### src/rtl/wi23_defs.sv
// Shared definitions for the wi23 core.
// Holds register file sizing and the FP execute sequencer types.
package wi23_defs;

   localparam int REGFILE_DEPTH = 5;

   typedef enum logic [2:0] {
      FADD    = 3'd0,
      FSUB    = 3'd1,
      FMUL    = 3'd2,
      FDIV    = 3'd3,
      FCVT_IF = 3'd4,
      FCVT_FI = 3'd5,
      FMOV    = 3'd6
   } fex_op_t;

   localparam int FEX_ADD_LAT = 3;
   localparam int FEX_MUL_LAT = 4;
   localparam int FEX_DIV_LAT = 12;
   localparam int FEX_CVT_LAT = 2;

   typedef enum logic [1:0] {
      FEX_IDLE = 2'd0,
      FEX_RUN  = 2'd1,
      FEX_DONE = 2'd2
   } fex_state_t;

endpackage

### src/rtl/fex_seq.sv
// FP execute sequencer: counts op latency, holds writeback control
// until granted, and feeds busy/early-release to decode hazard logic.
module fex_seq
   import wi23_defs::*;
#(
   parameter int ADD_LAT = FEX_ADD_LAT,
   parameter int MUL_LAT = FEX_MUL_LAT,
   parameter int DIV_LAT = FEX_DIV_LAT,
   parameter int CVT_LAT = FEX_CVT_LAT
) (
   input  logic                     clk,
   input  logic                     rst_n,
   input  logic                     issue_vld,
   input  logic [2:0]               issue_op,
   input  logic [REGFILE_DEPTH-1:0] issue_regw,
   input  logic                     issue_ctrl_regw,
   input  logic [1:0]               issue_cvt,
   input  logic                     issue_kill,
   input  logic                     wb_ready,
   output logic                     dp_start,
   output logic [2:0]               dp_op,
   output logic                     busy,
   output logic                     busy_er,
   output logic [REGFILE_DEPTH-1:0] fex_regw,
   output logic                     fex_ctrl_regw,
   output logic [1:0]               fex_cvt,
   output logic                     wb_vld,
   output logic [REGFILE_DEPTH-1:0] wb_regw,
   output logic                     wb_ctrl_regw,
   output logic [1:0]               wb_cvt
);

   localparam int MAXL_AM = (ADD_LAT > MUL_LAT) ? ADD_LAT : MUL_LAT;
   localparam int MAXL_DC = (DIV_LAT > CVT_LAT) ? DIV_LAT : CVT_LAT;
   localparam int MAXL    = (MAXL_AM > MAXL_DC) ? MAXL_AM : MAXL_DC;
   localparam int CW      = (MAXL > 1) ? $clog2(MAXL) : 1;

   if (ADD_LAT < 1 || MUL_LAT < 1 || DIV_LAT < 1 || CVT_LAT < 1)
   begin : g_lat_chk
      $error("fex_seq: all latencies must be >= 1");
   end

   // Undefined opcodes fall back to the conversion latency.
   function automatic logic [CW-1:0] lat_m1(input logic [2:0] op);
      logic [CW-1:0] v;
      case (op)
         FADD, FSUB: v = CW'(ADD_LAT - 1);
         FMUL:       v = CW'(MUL_LAT - 1);
         FDIV:       v = CW'(DIV_LAT - 1);
         default:    v = CW'(CVT_LAT - 1);
      endcase
      return v;
   endfunction

   fex_state_t               r_state;
   fex_state_t               w_state_nxt;
   logic [CW-1:0]            r_cnt;
   logic [CW-1:0]            w_cnt_nxt;
   logic [2:0]               r_op;
   logic [REGFILE_DEPTH-1:0] r_regw;
   logic                     r_ctrl_regw;
   logic [1:0]               r_cvt;
   logic                     r_start;
   logic                     w_acc;
   logic                     w_wb_vld;
   logic                     w_busy_er;

   assign w_wb_vld  = (r_state == FEX_RUN && r_cnt == '0) ||
                      (r_state == FEX_DONE);
   assign w_busy_er = w_wb_vld & wb_ready;
   assign w_acc     = issue_vld & ~issue_kill &
                      ((r_state == FEX_IDLE) | w_busy_er);

   always_comb begin
      w_state_nxt = r_state;
      w_cnt_nxt   = r_cnt;
      case (r_state)
         FEX_IDLE: begin
            if (w_acc) begin
               w_state_nxt = FEX_RUN;
               w_cnt_nxt   = lat_m1(issue_op);
            end
         end
         FEX_RUN: begin
            if (r_cnt != '0) begin
               w_cnt_nxt = r_cnt - 1'b1;
            end else if (wb_ready) begin
               w_state_nxt = w_acc ? FEX_RUN : FEX_IDLE;
               if (w_acc) w_cnt_nxt = lat_m1(issue_op);
            end else begin
               w_state_nxt = FEX_DONE;
            end
         end
         FEX_DONE: begin
            if (wb_ready) begin
               w_state_nxt = w_acc ? FEX_RUN : FEX_IDLE;
               if (w_acc) w_cnt_nxt = lat_m1(issue_op);
            end
         end
         default: begin
            w_state_nxt = FEX_IDLE;
            w_cnt_nxt   = '0;
         end
      endcase
   end

   always_ff @(posedge clk or negedge rst_n) begin
      if (!rst_n) begin
         r_state <= FEX_IDLE;
         r_cnt   <= '0;
         r_start <= 1'b0;
      end else begin
         r_state <= w_state_nxt;
         r_cnt   <= w_cnt_nxt;
         r_start <= w_acc;
      end
   end

   always_ff @(posedge clk or negedge rst_n) begin
      if (!rst_n) begin
         r_op        <= '0;
         r_regw      <= '0;
         r_ctrl_regw <= 1'b0;
         r_cvt       <= '0;
      end else if (w_acc) begin
         r_op        <= issue_op;
         r_regw      <= issue_regw;
         r_ctrl_regw <= issue_ctrl_regw;
         r_cvt       <= issue_cvt;
      end
   end

   assign busy          = (r_state != FEX_IDLE);
   assign busy_er       = w_busy_er;
   assign dp_start      = r_start;
   assign dp_op         = r_op;
   assign fex_regw      = r_regw;
   assign fex_ctrl_regw = r_ctrl_regw & busy;
   assign fex_cvt       = r_cvt;
   assign wb_vld        = w_wb_vld;
   assign wb_regw       = fex_regw;
   assign wb_ctrl_regw  = fex_ctrl_regw;
   assign wb_cvt        = fex_cvt;

endmodule

### config.mk
export PLATFORM = sky130hd
export DESIGN_NAME = fex_seq
export DESIGN_NICKNAME = d
export VERILOG_FILES = /design/src/rtl/wi23_defs.sv /design/src/rtl/fex_seq.sv
export SDC_FILE = /design/constraint.sdc
export NUM_CORES = 1
export LEC_CHECK = 0
export CORE_MARGIN = 5
export CORE_UTILIZATION = 45
export DETAILED_ROUTE_END_ITERATION = 12
export PLACE_DENSITY = 0.83
export SLEW_MARGIN = 25
export SYNTH_ARGS = -nofsm -noshare
export SYNTH_HDL_FRONTEND = slang
export SYNTH_SLANG_ARGS = --single-unit
### constraint.sdc
create_clock -name clk -period 3.7 [get_ports clk]
set_input_delay 0.74 -clock clk [delete_from_list [all_inputs] [get_ports clk]]
set_output_delay 0.74 -clock clk [all_outputs]
set_load 0.02 [all_outputs]
==> metrics.md <==
| Metric | Value |
|---|---|
| Ranking of synthesized cells by area | dfrtp_1 (46%), mux2_2 (9.2%), buf_4 (6.9%), mux2_1 (3.4%), nand2b_1 (3.2%) |
| Residual DRC | 0 |
| DR WL met2 | 1130 um |
| Largest net degree at the start of global routing | 19 |
| Critical path launch point type | flop |
| Met3 wire length | 122 um |
| Crit end category | output port |
| WHS Path Cells | 1 |
| Period minus WS final | 3.34 ns |
| First-pass GRT wire length | 3800 um |
| FMAX | 299 MHz |
| # IOs | 39 |
| Starting Density | 0.458 |
| Nets | 139 |
| Sequential share of power | 0.292 |
| Gr ovfl total | 0 |
| Clk_lat worst skew | about 0.3 ns |
| Crit path kind | flop to output port |
| WP data arrival | 2.60 ns |
| Power density over the cells | ~900 nW/um2 |
| CTS sink count | 18 |
| Yosys top cell area share | 0.458 |
| Die height | roughly 57 um |
| Cell taking the most area after synthesis | dfrtp_1 |
| CTS buffer count | 3 |
| Clock power frac | 0.100 |
| Comb power frac | 0.607 |
| Synth cell types | 28 |
| WL per Instance | 15.1 um |
| Hold buffer count at CTS | 0 |
| Via density | 5.19 |
| Final Hold Fails | 0 |
| Dominant synthesized flop cell | dfrtp_1 |
| Synth Area in Simple Gates | 0.153 |
| DRT iter0 DRCs | 16 |
| Required @ worst endpoint | about 3 ns |
| Most frequent cell after synthesis | dfrtp_1 |
| Maxcap violations | 0 |
| Total leakage power | 0.573 nW |
| Status | complete, no violations |
| Max-slew violations | 0 |
| Psw | 508 uW |
| Register area | ~450 um2 |
| Mapped cell area | 983 um2 |
| Vias in the first global route | 782 |
| Top cells by count, synth | dfrtp_1 (18), buf_4 (9), mux2_2 (8), inv_1 (5), nand2b_1 (5) |
| Slew HR | 0.475 |
| Tightest Pin Transition | 0.785 ns |
| Setup tns final | 0 ns |
| M1 WL | around 940 um |
| Drt pass-1 iters | 4 |
| Resize count post-CTS | 0 |
| Root buffer cell | clkbuf_4 |
| Synth Area in Compound Gates | 0.120 |
| Final period util | 0.903 |
| CTS tree | done |
| Antenna violations before repair | 0 |
| Hold_ws | 0.496 ns |
| Critical path's slowest cell | clkdlybuf4s50_1 |
| Synth Area in Adders | 0.0254 |
| Synth Instances | 86 |
| Layout cells sized above 1 | 0.133 |
| Clock transition at path regs | 0.10 ns |
| Core ar. | 2150 um2 |
| RSZ-0062 raised after global routing | false |
| Switching portion of total power | 0.408 |
| Cells on worst reg2reg path | 6 |
| Main combinational cell family by area after synthesis | multiplexers |
| Power after layout | 1.24 mW |
| Largest stage delay, worst path | 0.61 ns |
| FILL cells | 178 |
| Synthesis-to-layout area growth | 39.8% |
| YS warnings | 0 |
| HP Class | flop to flop |
| Highest routed layer | met4 |
| Vias | 768 |
| Gr usage total | 0.154 |
| Ant. Diodes | 0 |
| Syn nets | 104 |
| Async SR Flop Fraction | 1.00 |
| Die X | 56.8 um |
| Xor/xnor share of the synthesized area | 0 |
| Longest Clk Path Bufs | 2 |
| Cell Rows | 17 |
| Peak VDD IR | 0.000479 V |
| Port buffer count | 38 |
| Final WL | 2240 um |
| Layout Skew | 0.00167 ns |
| CTS H-tree lvls | 1 |
| Cell Chain, Critical Path | inv_1, ha_1, or3b_4, o21ai_1, and2_1, clkdlybuf4s50_1 |
| Final setup vio count | 0 |
| Sequential fraction of the synthesis area | 0.458 |
| Die area | 3220 um2 |
| Post-CTS Setup Bufs | 0 |
| Int Pwr | 736 uW |
| Final ANT Viol Nets | 0 |
| Placer Congestion | just over 0.8 |
| EDFF count, synth | 0 |
| Mean post-synth cell area | 11.4 um2 |
| Flops & latches, synth | 18 |
| Crit path max fanout | 6 |
| Detailed Place HPWL | 1770 um |
| Multi-input gate area | about 450 um2 |
| Post-synthesis mux area share | 0.156 |
## per-layer routing
layer | vias to the layer above | global-route usage
met5 | - | 0
met3 | 4 | 0.0276
met4 | 0 | 0.0828
met2 | 25 | 0.261
met1 | 374 | 0.184
li1 | 365 | -
## cells in the final DEF (no fill, tap or decap)
master,synthesis,layout
nand2_1,4,4
o21a_1,1,1
nor3_1,1,1
nand2b_1,5,5
clkbuf_8,0,1
nand4bb_1,1,1
and3_1,1,1
mux2i_1,3,3
a221o_1,1,1
and3b_1,1,1
buf_4,9,1
a21oi_1,2,2
a21o_1,1,1
clkbuf_4,0,3
dfrtp_1,18,18
or2_2,1,1
or3b_4,1,1
inv_1,5,5
nor2b_1,2,2
and2_1,2,2
o221ai_1,3,3
o32ai_1,1,1
o32ai_4,1,1
nor2_1,4,4
mux2_2,8,8
o21ai_1,1,1
mux2_1,3,3
nor3b_1,2,2
o211ai_1,2,2
ha_1,2,2
clkdlybuf4s50_1,0,38
## final timing paths
| check | endpoint | start | slack (ns) |
|---|---|---|---|
| max in group asynchronous | r_ctrl_regw | rst_n | 2.33 |
| worst min-delay path | dp_op[1] | dp_op[1] | 0.50 |
| min in group asynchronous | dp_start | rst_n | 0.89 |
| worst max-delay path | busy_er | r_cnt[0] | 0.36 |
| worst min register to register | dp_op[1] | dp_op[1] | 0.50 |
| worst max register to register | fex_regw[2] | r_cnt[0] | 1.54 |
## layout make-up
class / count / share of cell area
flip-flops and latches: 18 / 0.328
multi-input cells: 54 / 0.325
repair buffers: 39 / 0.282
clock buffers: 4 / 0.0264
well taps: 28 / 0.0255
inverters: 5 / 0.0136
## critical path: cells and delay by family (launching register included)
kind,cells,cell delay [ns]
DFF,1,0.42
and+or+nand+nor,2,0.60
buffers and inverters,2,0.72
AOI/OAI and AO/OA,1,0.39
adders and majority gates,1,0.18
## power groups by stage
stage / combinational [mW] / clock, mW / sequential, mW
global placement: 0.747 / 0 / 0.361
detailed placement: 0.759 / 0 / 0.368
CTS: 0.761 / 0.130 / 0.364
floorplan: 0.420 / 0 / 0.429
global route: 0.803 / 0.141 / 0.381
finish: 0.755 / 0.125 / 0.364
## flip-flops by register name (all words and copies together) (netlist names)
| register | flops |
|---|---|
| dp_op | 3 |
| dp_start | 1 |
| fex_cvt | 2 |
| fex_regw | 5 |
| r_cnt | 4 |
| r_ctrl_regw | 1 |
| r_state | 2 |
## through the flow
| stage | setup slack [ns] | std cells | instance area [um2] | utilization |
|---|---|---|---|---|
| global placement | 0.818 | 144 | 1340 | 0.623 |
| CTS | 0.358 | 148 | 1380 | 0.640 |
| global route | 0.213 | 148 | 1380 | 0.640 |
| detailed placement | 0.736 | 144 | 1340 | 0.623 |
| finish | 0.357 | 148 | 1380 | 0.640 |
| floorplan | 1.14 | 86 | 983 | - |
## kinds of logic (layout without fill, tap and decap cells)
logic type,after synthesis,after routing
AOI/OAI and AO/OA,13,13
buffers and inverters,14,48
adders and majority gates,2,2
muxes,14,14
and+or+nand+nor,25,25
DFF,18,18
Note: power is estimated with default switching activity, not from simulation.
